[src/rtl/stream_mux_pkg.sv]
// Shared constants and helpers for the round-robin stream multiplexer.
// Packet locking is enabled by defining STREAM_MUX_PKT_LOCK_EN.
package stream_mux_pkg;

   localparam int DEF_WIDTH    = 16;
   localparam int DEF_CHANNELS = 8;

   localparam logic OUT_VALID_RST    = 1'b0;
   localparam logic OUT_LAST_RST     = 1'b0;
   localparam logic OUT_DATA_RST_BIT = 1'b0;
   localparam int   OUT_CHAN_RST     = 0;
   localparam int   PTR_RST          = 0;

   function automatic int clog2(input int value);
      int r;
      r = 0;
      while ((1 << r) < value) begin
         r = r + 1;
      end
      return r;
   endfunction

endpackage

[src/rtl/stream_mux_rr_arbiter.sv]
// Round-robin arbiter: owns the priority pointer and, with STREAM_MUX_PKT_LOCK_EN,
// the packet lock that pins the grant to one channel until its last beat.
module rr_arbiter
   import stream_mux_pkg::*;
#(
   parameter int CHANNELS = DEF_CHANNELS
) (
   input  logic                       clk,
   input  logic                       reset,
   input  logic [CHANNELS-1:0]        req,
   input  logic                       advance,
   input  logic [clog2(CHANNELS)-1:0] adv_idx,
`ifdef STREAM_MUX_PKT_LOCK_EN
   input  logic                       adv_last,
`endif
   output logic [CHANNELS-1:0]        grant,
   output logic [clog2(CHANNELS)-1:0] grant_idx,
   output logic                       grant_valid
);

   localparam int SEL_W = clog2(CHANNELS);

   logic [SEL_W-1:0]    ptr_q, ptr_d;
   logic [CHANNELS-1:0] req_s;
   logic [SEL_W-1:0]    cand_s;
`ifdef STREAM_MUX_PKT_LOCK_EN
   logic                lock_q, lock_d;
   logic [SEL_W-1:0]    lock_chan_q, lock_chan_d;
`endif

   // Restrict requests to the locked channel while a packet is in flight
   always_comb begin
      req_s = req;
`ifdef STREAM_MUX_PKT_LOCK_EN
      if (lock_q) begin
         req_s = req & (CHANNELS'(1'b1) << lock_chan_q);
      end else begin
         req_s = req;
      end
`endif
   end

   // First requester scanning upward from the pointer, wrapping modulo CHANNELS
   always_comb begin
      grant_valid = 1'b0;
      grant_idx   = {SEL_W{1'b0}};
      cand_s      = {SEL_W{1'b0}};
      for (int i = 0; i < CHANNELS; i++) begin
         cand_s = ptr_q + SEL_W'(i);
         if (!grant_valid && req_s[cand_s]) begin
            grant_valid = 1'b1;
            grant_idx   = cand_s;
         end else begin
            grant_idx = grant_idx;
         end
      end
      grant            = {CHANNELS{1'b0}};
      grant[grant_idx] = grant_valid;
   end

   // Pointer and lock next state on an accepted beat
   always_comb begin
      ptr_d = ptr_q;
`ifdef STREAM_MUX_PKT_LOCK_EN
      lock_d      = lock_q;
      lock_chan_d = lock_chan_q;
      if (advance) begin
         if (adv_last) begin
            lock_d = 1'b0;
            ptr_d  = adv_idx + SEL_W'(1'b1);
         end else begin
            lock_d      = 1'b1;
            lock_chan_d = adv_idx;
         end
      end else begin
         lock_d = lock_q;
      end
`else
      if (advance) begin
         ptr_d = adv_idx + SEL_W'(1'b1);
      end else begin
         ptr_d = ptr_q;
      end
`endif
   end

   // Arbitration state registers
   always_ff @(posedge clk) begin
      if (reset) begin
         ptr_q <= SEL_W'(PTR_RST);
`ifdef STREAM_MUX_PKT_LOCK_EN
         lock_q      <= 1'b0;
         lock_chan_q <= {SEL_W{1'b0}};
`endif
      end else begin
         ptr_q <= ptr_d;
`ifdef STREAM_MUX_PKT_LOCK_EN
         lock_q      <= lock_d;
         lock_chan_q <= lock_chan_d;
`endif
      end
   end

endmodule

[src/rtl/stream_mux_rr.sv]
// N-channel stream multiplexer with round-robin arbitration and a registered
// valid/ready output stage. STREAM_MUX_PKT_LOCK_EN adds in_last/out_last packet locking.
module stream_mux_rr
   import stream_mux_pkg::*;
#(
   parameter int WIDTH    = DEF_WIDTH,
   parameter int CHANNELS = DEF_CHANNELS
) (
   input  logic                       clk,
   input  logic                       reset,
   input  logic [CHANNELS*WIDTH-1:0]  in_data,
   input  logic [CHANNELS-1:0]        in_valid,
   output logic [CHANNELS-1:0]        in_ready,
`ifdef STREAM_MUX_PKT_LOCK_EN
   input  logic [CHANNELS-1:0]        in_last,
   output logic                       out_last,
`endif
   output logic [WIDTH-1:0]           out_data,
   output logic [clog2(CHANNELS)-1:0] out_chan,
   output logic                       out_valid,
   input  logic                       out_ready
);

   localparam int SEL_W = clog2(CHANNELS);

   logic [CHANNELS-1:0] grant_s;
   logic [SEL_W-1:0]    grant_idx_s;
   logic                grant_valid_s;
   logic                space_s;
   logic                accept_s;

   logic                out_valid_q, out_valid_d;
   logic [WIDTH-1:0]    out_data_q, out_data_d;
   logic [SEL_W-1:0]    out_chan_q, out_chan_d;
`ifdef STREAM_MUX_PKT_LOCK_EN
   logic                out_last_q, out_last_d;
`endif

   rr_arbiter #(.CHANNELS(CHANNELS)) u_arb (
      .clk         (clk),
      .reset       (reset),
      .req         (in_valid),
      .advance     (accept_s),
      .adv_idx     (grant_idx_s),
`ifdef STREAM_MUX_PKT_LOCK_EN
      .adv_last    (in_last[grant_idx_s]),
`endif
      .grant       (grant_s),
      .grant_idx   (grant_idx_s),
      .grant_valid (grant_valid_s)
   );

   assign space_s  = !out_valid_q || out_ready;
   assign accept_s = |(in_valid & in_ready);

   // Offer ready only to the granted channel, and only when the register can take a beat
   always_comb begin
      if (grant_valid_s && space_s && !reset) begin
         in_ready = grant_s;
      end else begin
         in_ready = {CHANNELS{1'b0}};
      end
   end

   // Output register next state: load on accept, drop valid on consume, else hold
   always_comb begin
      out_valid_d = out_valid_q;
      out_data_d  = out_data_q;
      out_chan_d  = out_chan_q;
`ifdef STREAM_MUX_PKT_LOCK_EN
      out_last_d  = out_last_q;
`endif
      if (accept_s) begin
         out_valid_d = 1'b1;
         out_data_d  = in_data[int'(grant_idx_s)*WIDTH +: WIDTH];
         out_chan_d  = grant_idx_s;
`ifdef STREAM_MUX_PKT_LOCK_EN
         out_last_d  = in_last[grant_idx_s];
`endif
      end else if (out_valid_q && out_ready) begin
         out_valid_d = 1'b0;
      end else begin
         out_valid_d = out_valid_q;
      end
   end

   // Output register; reset discards any held beat
   always_ff @(posedge clk) begin
      if (reset) begin
         out_valid_q <= OUT_VALID_RST;
         out_data_q  <= {WIDTH{OUT_DATA_RST_BIT}};
         out_chan_q  <= SEL_W'(OUT_CHAN_RST);
`ifdef STREAM_MUX_PKT_LOCK_EN
         out_last_q  <= OUT_LAST_RST;
`endif
      end else begin
         out_valid_q <= out_valid_d;
         out_data_q  <= out_data_d;
         out_chan_q  <= out_chan_d;
`ifdef STREAM_MUX_PKT_LOCK_EN
         out_last_q  <= out_last_d;
`endif
      end
   end

   assign out_valid = out_valid_q;
   assign out_data  = out_data_q;
   assign out_chan  = out_chan_q;
`ifdef STREAM_MUX_PKT_LOCK_EN
   assign out_last  = out_last_q;
`endif

endmodule

[config.mk]
export PLATFORM = sky130hd
export DESIGN_NAME = stream_mux_rr
export DESIGN_NICKNAME = d
export VERILOG_FILES = /design/src/rtl/stream_mux_pkg.sv /design/src/rtl/stream_mux_rr_arbiter.sv /design/src/rtl/stream_mux_rr.sv
export SDC_FILE = /design/constraint.sdc
export NUM_CORES = 1
export LEC_CHECK = 0
export ABC_CLOCK_PERIOD_IN_PS = 4800
export BUFFER_PORTS_ARGS = -buffer_cell sky130_fd_sc_hd__buf_2
export CORE_MARGIN = 2
export CORE_UTILIZATION = 46
export DETAILED_ROUTE_END_ITERATION = 6
export HOLD_SLACK_MARGIN = 0.06
export PLACE_DENSITY = 0.83
export SYNTH_ARGS = -nofsm -noshare
export SYNTH_HDL_FRONTEND = slang
export SYNTH_HIERARCHICAL = 1
export SYNTH_SLANG_ARGS = --single-unit
export TNS_END_PERCENT = 20
[constraint.sdc]
create_clock -name clk -period 4.8 [get_ports clk]
set_input_delay 0.96 -clock clk [delete_from_list [all_inputs] [get_ports clk]]
set_output_delay 0.96 -clock clk [all_outputs]
set_load 0.005 [all_outputs]
After elaboration in Yosys (flattened, before gate mapping):

Cells that the tools add are included.

* register bits after elaboration: 23
* output and inout bits: 28

* add/sub/neg operators: 8
* magnitude comparators: 10
* shift operators: 1
* multiplexer cells: 37
* bitwise gates (word level): 2
* reduce and logical (&&, ||, !) cells: 23

Operator list (number)
* $shiftx 128x8->16: 1
* $lt 3x4->1 const B: 9
* $bmux 1 s3: 8
* $mux 3: 8
* $mux 1: 19
* $and 8x8->8: 2
* $add 3x3->3 const B: 4
* $logic_and 1x1->1: 11
* $logic_not 1->1: 9
* $mux 8: 1
* $reduce_or 8->1: 1
* $add 3x1->3 const B: 2
* $add 3x2->3 const B: 2
* $demux 1 s3: 1
* $ge 3x1->1 const B: 1
* $reduce_bool 2->1: 1
* $logic_or 1x1->1: 1

Depth between registers and ports, before layout:

* depth after elaboration: 33
* depth in mapped cells: 19

Cells and area by module:

The synthesis kept the hierarchy.

Modules (own cells, without submodules)
* stream_mux_rr: instances 1, cells an instance 147, area an instance 1808.0 um2, sequential area each 400.4 um2
* rr_arbiter: instances 1, cells an instance 116, area an instance 1186.1 um2, sequential area each 60.1 um2

Least setup slack after synthesis:

OpenSTA, ideal clock, no wires.

* path type: register -> output
* from: reg u_arb.ptr_q[0]
* to: out in_ready[0]
* arrival time: 3.142 ns
* required time: 3.840 ns
* slack: 0.698 ns
* cell stages (with the launch flop): 14
* buffers on the path: 4
* path through: dfxtp_1 > buf_6 > inv_1 > ha_1 > buf_6 > mux4_2 > nand2_1 > a32oi_2 > nor3_4 > nand3_1 > and3b_1 > buf_2 > clkbuf_1 > and2_1

* elaborated cells between the ends (all ways): 62

RTL lines
* from (decl): line stream_mux_rr_arbiter.sv:23 `logic [SEL_W-1:0] ptr_q, ptr_d;`
* from (signal assigned): line stream_mux_rr_arbiter.sv:90 `ptr_q <= SEL_W'(PTR_RST);`
* from (signal assigned): line stream_mux_rr_arbiter.sv:96 `ptr_q <= ptr_d;`
* branches (longest 23 deep; another with $add 3x1->3)
* $mux 1 *: line stream_mux_rr_arbiter.sv:50 `if (!grant_valid && req_s[cand_s]) begin`
* net grant_valid_s: line stream_mux_rr.sv:28 `logic grant_valid_s;`
* $logic_and 1x1->1 (2 in a row): line stream_mux_rr.sv:58 `if (grant_valid_s && space_s && !reset) begin`
* $mux 8 *: line stream_mux_rr.sv:58
* to (decl): line stream_mux_rr.sv:13 `output logic [CHANNELS-1:0] in_ready,`

Mark *: on every way through the listed nets, which the timed path passes. The select of a mux whose other input is x is not followed.

Final worst setup path:

* from: reg u_arb.ptr_q[1]
* to: out in_ready[7]

* cells in the longest elaborated chain, start to end: 30
* elaborated cells between the ends (all ways): 62

RTL lines
* branches (longest 23 deep; another with $add 3x1->3)
* $mux 3 *: line stream_mux_rr_arbiter.sv:50
* net grant_idx_s[1]: line stream_mux_rr.sv:27 `logic [SEL_W-1:0] grant_idx_s;`
* $lt 3x4->1 (implied by the code) / $ge 3x1->1 (equally long branches): line stream_mux_rr_arbiter.sv:58 `grant[grant_idx] = grant_valid;`
* $logic_and 1x1->1 (implied by the code): line stream_mux_rr_arbiter.sv:58
* $mux 1 (implied by the code): line stream_mux_rr_arbiter.sv:58
* $demux 1 s3 *
* $and 8x8->8 (no source line) *
* net grant_s[7]: line stream_mux_rr.sv:26 `logic [CHANNELS-1:0] grant_s;`
* $mux 8 *: line stream_mux_rr.sv:58

Marks and branches as above.

==> metrics.yaml <==
drt:
  drtIter0Drc: 128
  wl_per_cell_um: 18.76
  drc: 0
  ant_nets: 0
  route.vias.total: 3015
  vias_per_cell: 6.066
  drt_pass1_iterations: 5
  drt-total-wl_um: 9326
cells_and_area:
  fill_cells: 561
  drive_gt1_share_pct: 58.33
  area_growth_pct: 29.13
  ff_latch_area_um2: 460.4
  design_area_mm2: 0.003866
  antennaDiodeCount: 0
  finalNetCount: 563
  multi_input_area_mm2: 0.002313
floorplan:
  boundaryPins: 167
  initial_core_util_pct: 47.42
  row_count: 29
  chipHeight_um: 84.68
  fp.dieW_um: 84.68
  dieArea_mm2: 0.007171
  core_mm2: 0.006314
timing:
  fin_crit_ps: 4620
  fmax_ghz: 0.2165
  final-max-slew-violation-count: 0
  finalSetupViolCount: 0
  final.setup_skew_ps: 5.220
  setup_tns_ps: 0
  relSlewSlack_pct: 69.55
  hold_violations: 0
  rsz0062_at_grt: "false"
  whs_ps: 486.4
  tightest_slew_ps: 456.8
  post-route-period-util_pct: 96.24
  layout_setup_ws_ps: 180.3
synthesis:
  synth_compound_area_share_pct: 16.84
  synth.avg_cell_area_um2: 11.38
  yosysMostFrequentCell: "mux4_2"
  yosysTopAreaCellShare_pct: 32.34
  yosysSeqAreaShare_pct: 15.38
  ys_top_cells_by_area: "mux4_2 (32%), dfxtp_1 (15%), mux2i_1 (7.0%)"
  synth-warning-count: 6
  ys_ff_latch: 23
  syn-num-nets: 405
  synth_area_mm2: 0.002994
  synth_top_cell_by_area: "mux4_2"
  async_flop_share_pct: 0
  yosys.area_share.adder_pct: 1.254
  synth-simple-area-share_pct: 10.70
  synth_xor_area_share_pct: 1.463
  netlist_instances: 263
  synth_top_family_by_area: "multiplexers"
  yosys-mux-area-fraction_pct: 46.76
  synth_edf_count: 0
  synthTopCellsByCount: "mux4_2 (43), a21oi_1 (27), dfxtp_1 (23)"
  synth_flop_cell: "dfxtp_1"
  ys_types: 53
grt:
  antenna_found_initial: 0
  grt_pass1_wl_um: 14460
  grt_use_total_pct: 24.97
  grt_max_degree: 35
  grt_pass1_vias: 2972
  overflow: 0
worst_setup_path:
  r2r-start: "u_arb/ptr_q[1]$_SDFFE_PP0P_"
  reg2reg_setup_slack_ps: 600
  path_class: "flip-flop to output pin"
  startpoint: "u_arb/ptr_q[1]$_SDFFE_PP0P_"
  cp-end-kind: "output pin"
  start_kind: "flip-flop"
  required_ps: 3840
  cp_max_fo: 10
  worst_ep_arrival_time_ps: 3660
clock_network:
  cts_buffers: 3
  clk_latency_ps: 260
  path_clk_slew_ps: 70
  cts_max_level: 1
  cts_root_buffer: "clkbuf_8"
  cts_resized: 0
  postCtsHoldBufs: 0
  clk_path_buf_depth: 2
  post-cts-setup-buffers: 0
  cts_tree: "done"
  cts_sinks: 23
min_path:
  hold_class: "flip-flop to flip-flop"
  min_from: "out_chan[1]$_SDFFE_PP0P_"
placement:
  preCtsSetupSlack_ps: 336.0
  post-dp-hpwl_um: 7627
  place.port_buffers: 166
  gp_congestion: 0.9369
  place_area_mm2: 0.003814
job:
  drv_cap: 0
status:
  outcome: "finished clean"
power:
  p_per_area_mw_per_mm2: 553.7
  power_w: 0.002141
  ir_worst_vdd_v: 0.0004163
  leakagePower_nw: 1.653
==> flip-flops by register name (all words and copies together), names as in the netlist <==
signal and flops:
out_chan 3, u_arb/ptr_q 3, out_data 16, out_valid 1
==> final timing paths <==
kind | cells after the start | to
max reg2reg | 15 | u_arb/ptr_q[1]$_SDFFE_PP0P_
min | 2 | out_chan[1]$_SDFFE_PP0P_
min reg2reg | 2 | out_chan[1]$_SDFFE_PP0P_
max | 11 | in_ready[7]
==> worst max-delay path: stages (launching register included) <==
cell and delay (ps):
dfxtp_1 340, inv_1 90, ha_2 500, mux4_2 610, nand2_1 120, a32oi_2 200
nor3_4 340, nand3_2 150, a32oi_4 300, nor3b_1 430, and2_1 190, buf_2 110
==> stage by stage <==
stage	util [%]	cells
after floorplan	-	263
after CTS	61.12	497
after global placement	60.40	493
after detailed placement	60.40	493
final	61.24	497
after global routing	61.24	497
==> metal layers <==
layer | track usage (%) | vias up | wire length (um)
li1 | - | 1400 | -
met1 | 31.82 | 1423 | 3497
met2 | 43.52 | 161 | 4839
met3 | 2.950 | 31 | 645
met4 | 9.380 | 0 | 344
met5 | 0 | - | 0
==> cells in the final DEF, fill, tap and decap left out, types with 2 or more instances in the layout <==
| cell type | n |
|---|---|
| buf_2 | 166 |
| buf_4 | 12 |
| mux2i_1 | 21 |
| a31oi_1 | 2 |
| a211oi_1 | 18 |
| nand3_1 | 5 |
| a22oi_1 | 4 |
| nor3_1 | 5 |
| o21ai_0 | 3 |
| nand3b_1 | 2 |
| clkbuf_8 | 3 |
| dfxtp_1 | 23 |
| mux2_2 | 6 |
| nor2_2 | 2 |
| and2_1 | 10 |
| ha_1 | 2 |
| a2bb2oi_1 | 2 |
| mux4_1 | 5 |
| a21oi_1 | 27 |
| nor3b_1 | 2 |
| inv_1 | 6 |
| nand2_1 | 8 |
| inv_2 | 2 |
| nor2_1 | 6 |
| and3b_1 | 2 |
| mux4_2 | 43 |
| nand2b_1 | 4 |
| xnor2_1 | 4 |
==> logic make-up (layout without fill, tap and decap cells) <==
family,Yosys count,after routing
flip-flops,23,23
multiplexers,76,76
AO/OA/AOI/OAI,70,70
adder cells (fa/ha/maj),3,3
buffers and inverters,33,190
AND/OR/NAND/NOR,53,53
XOR/XNOR,5,5
==> report_power, final <==
group | total, W | internal [W] | leakage [nW] | switching, W
registers | 0.000274 | 0.000247 | 0.189 | 0.0000269
clock network | 0.000117 | 0.0000591 | 0.0228 | 0.0000575
logic | 0.00175 | 0.000865 | 1.44 | 0.000885
==> final cells by class <==
class                      count  share of cell area [%]
multi-input combinational    207                   59.84
tap                           77                   2.492
timing repair buffer         178                   23.82
sequential                    23                   11.91
clock buffer                   4                   1.165
inverter                       8                  0.7767
Note: power is estimated with default switching activity, not from simulation.
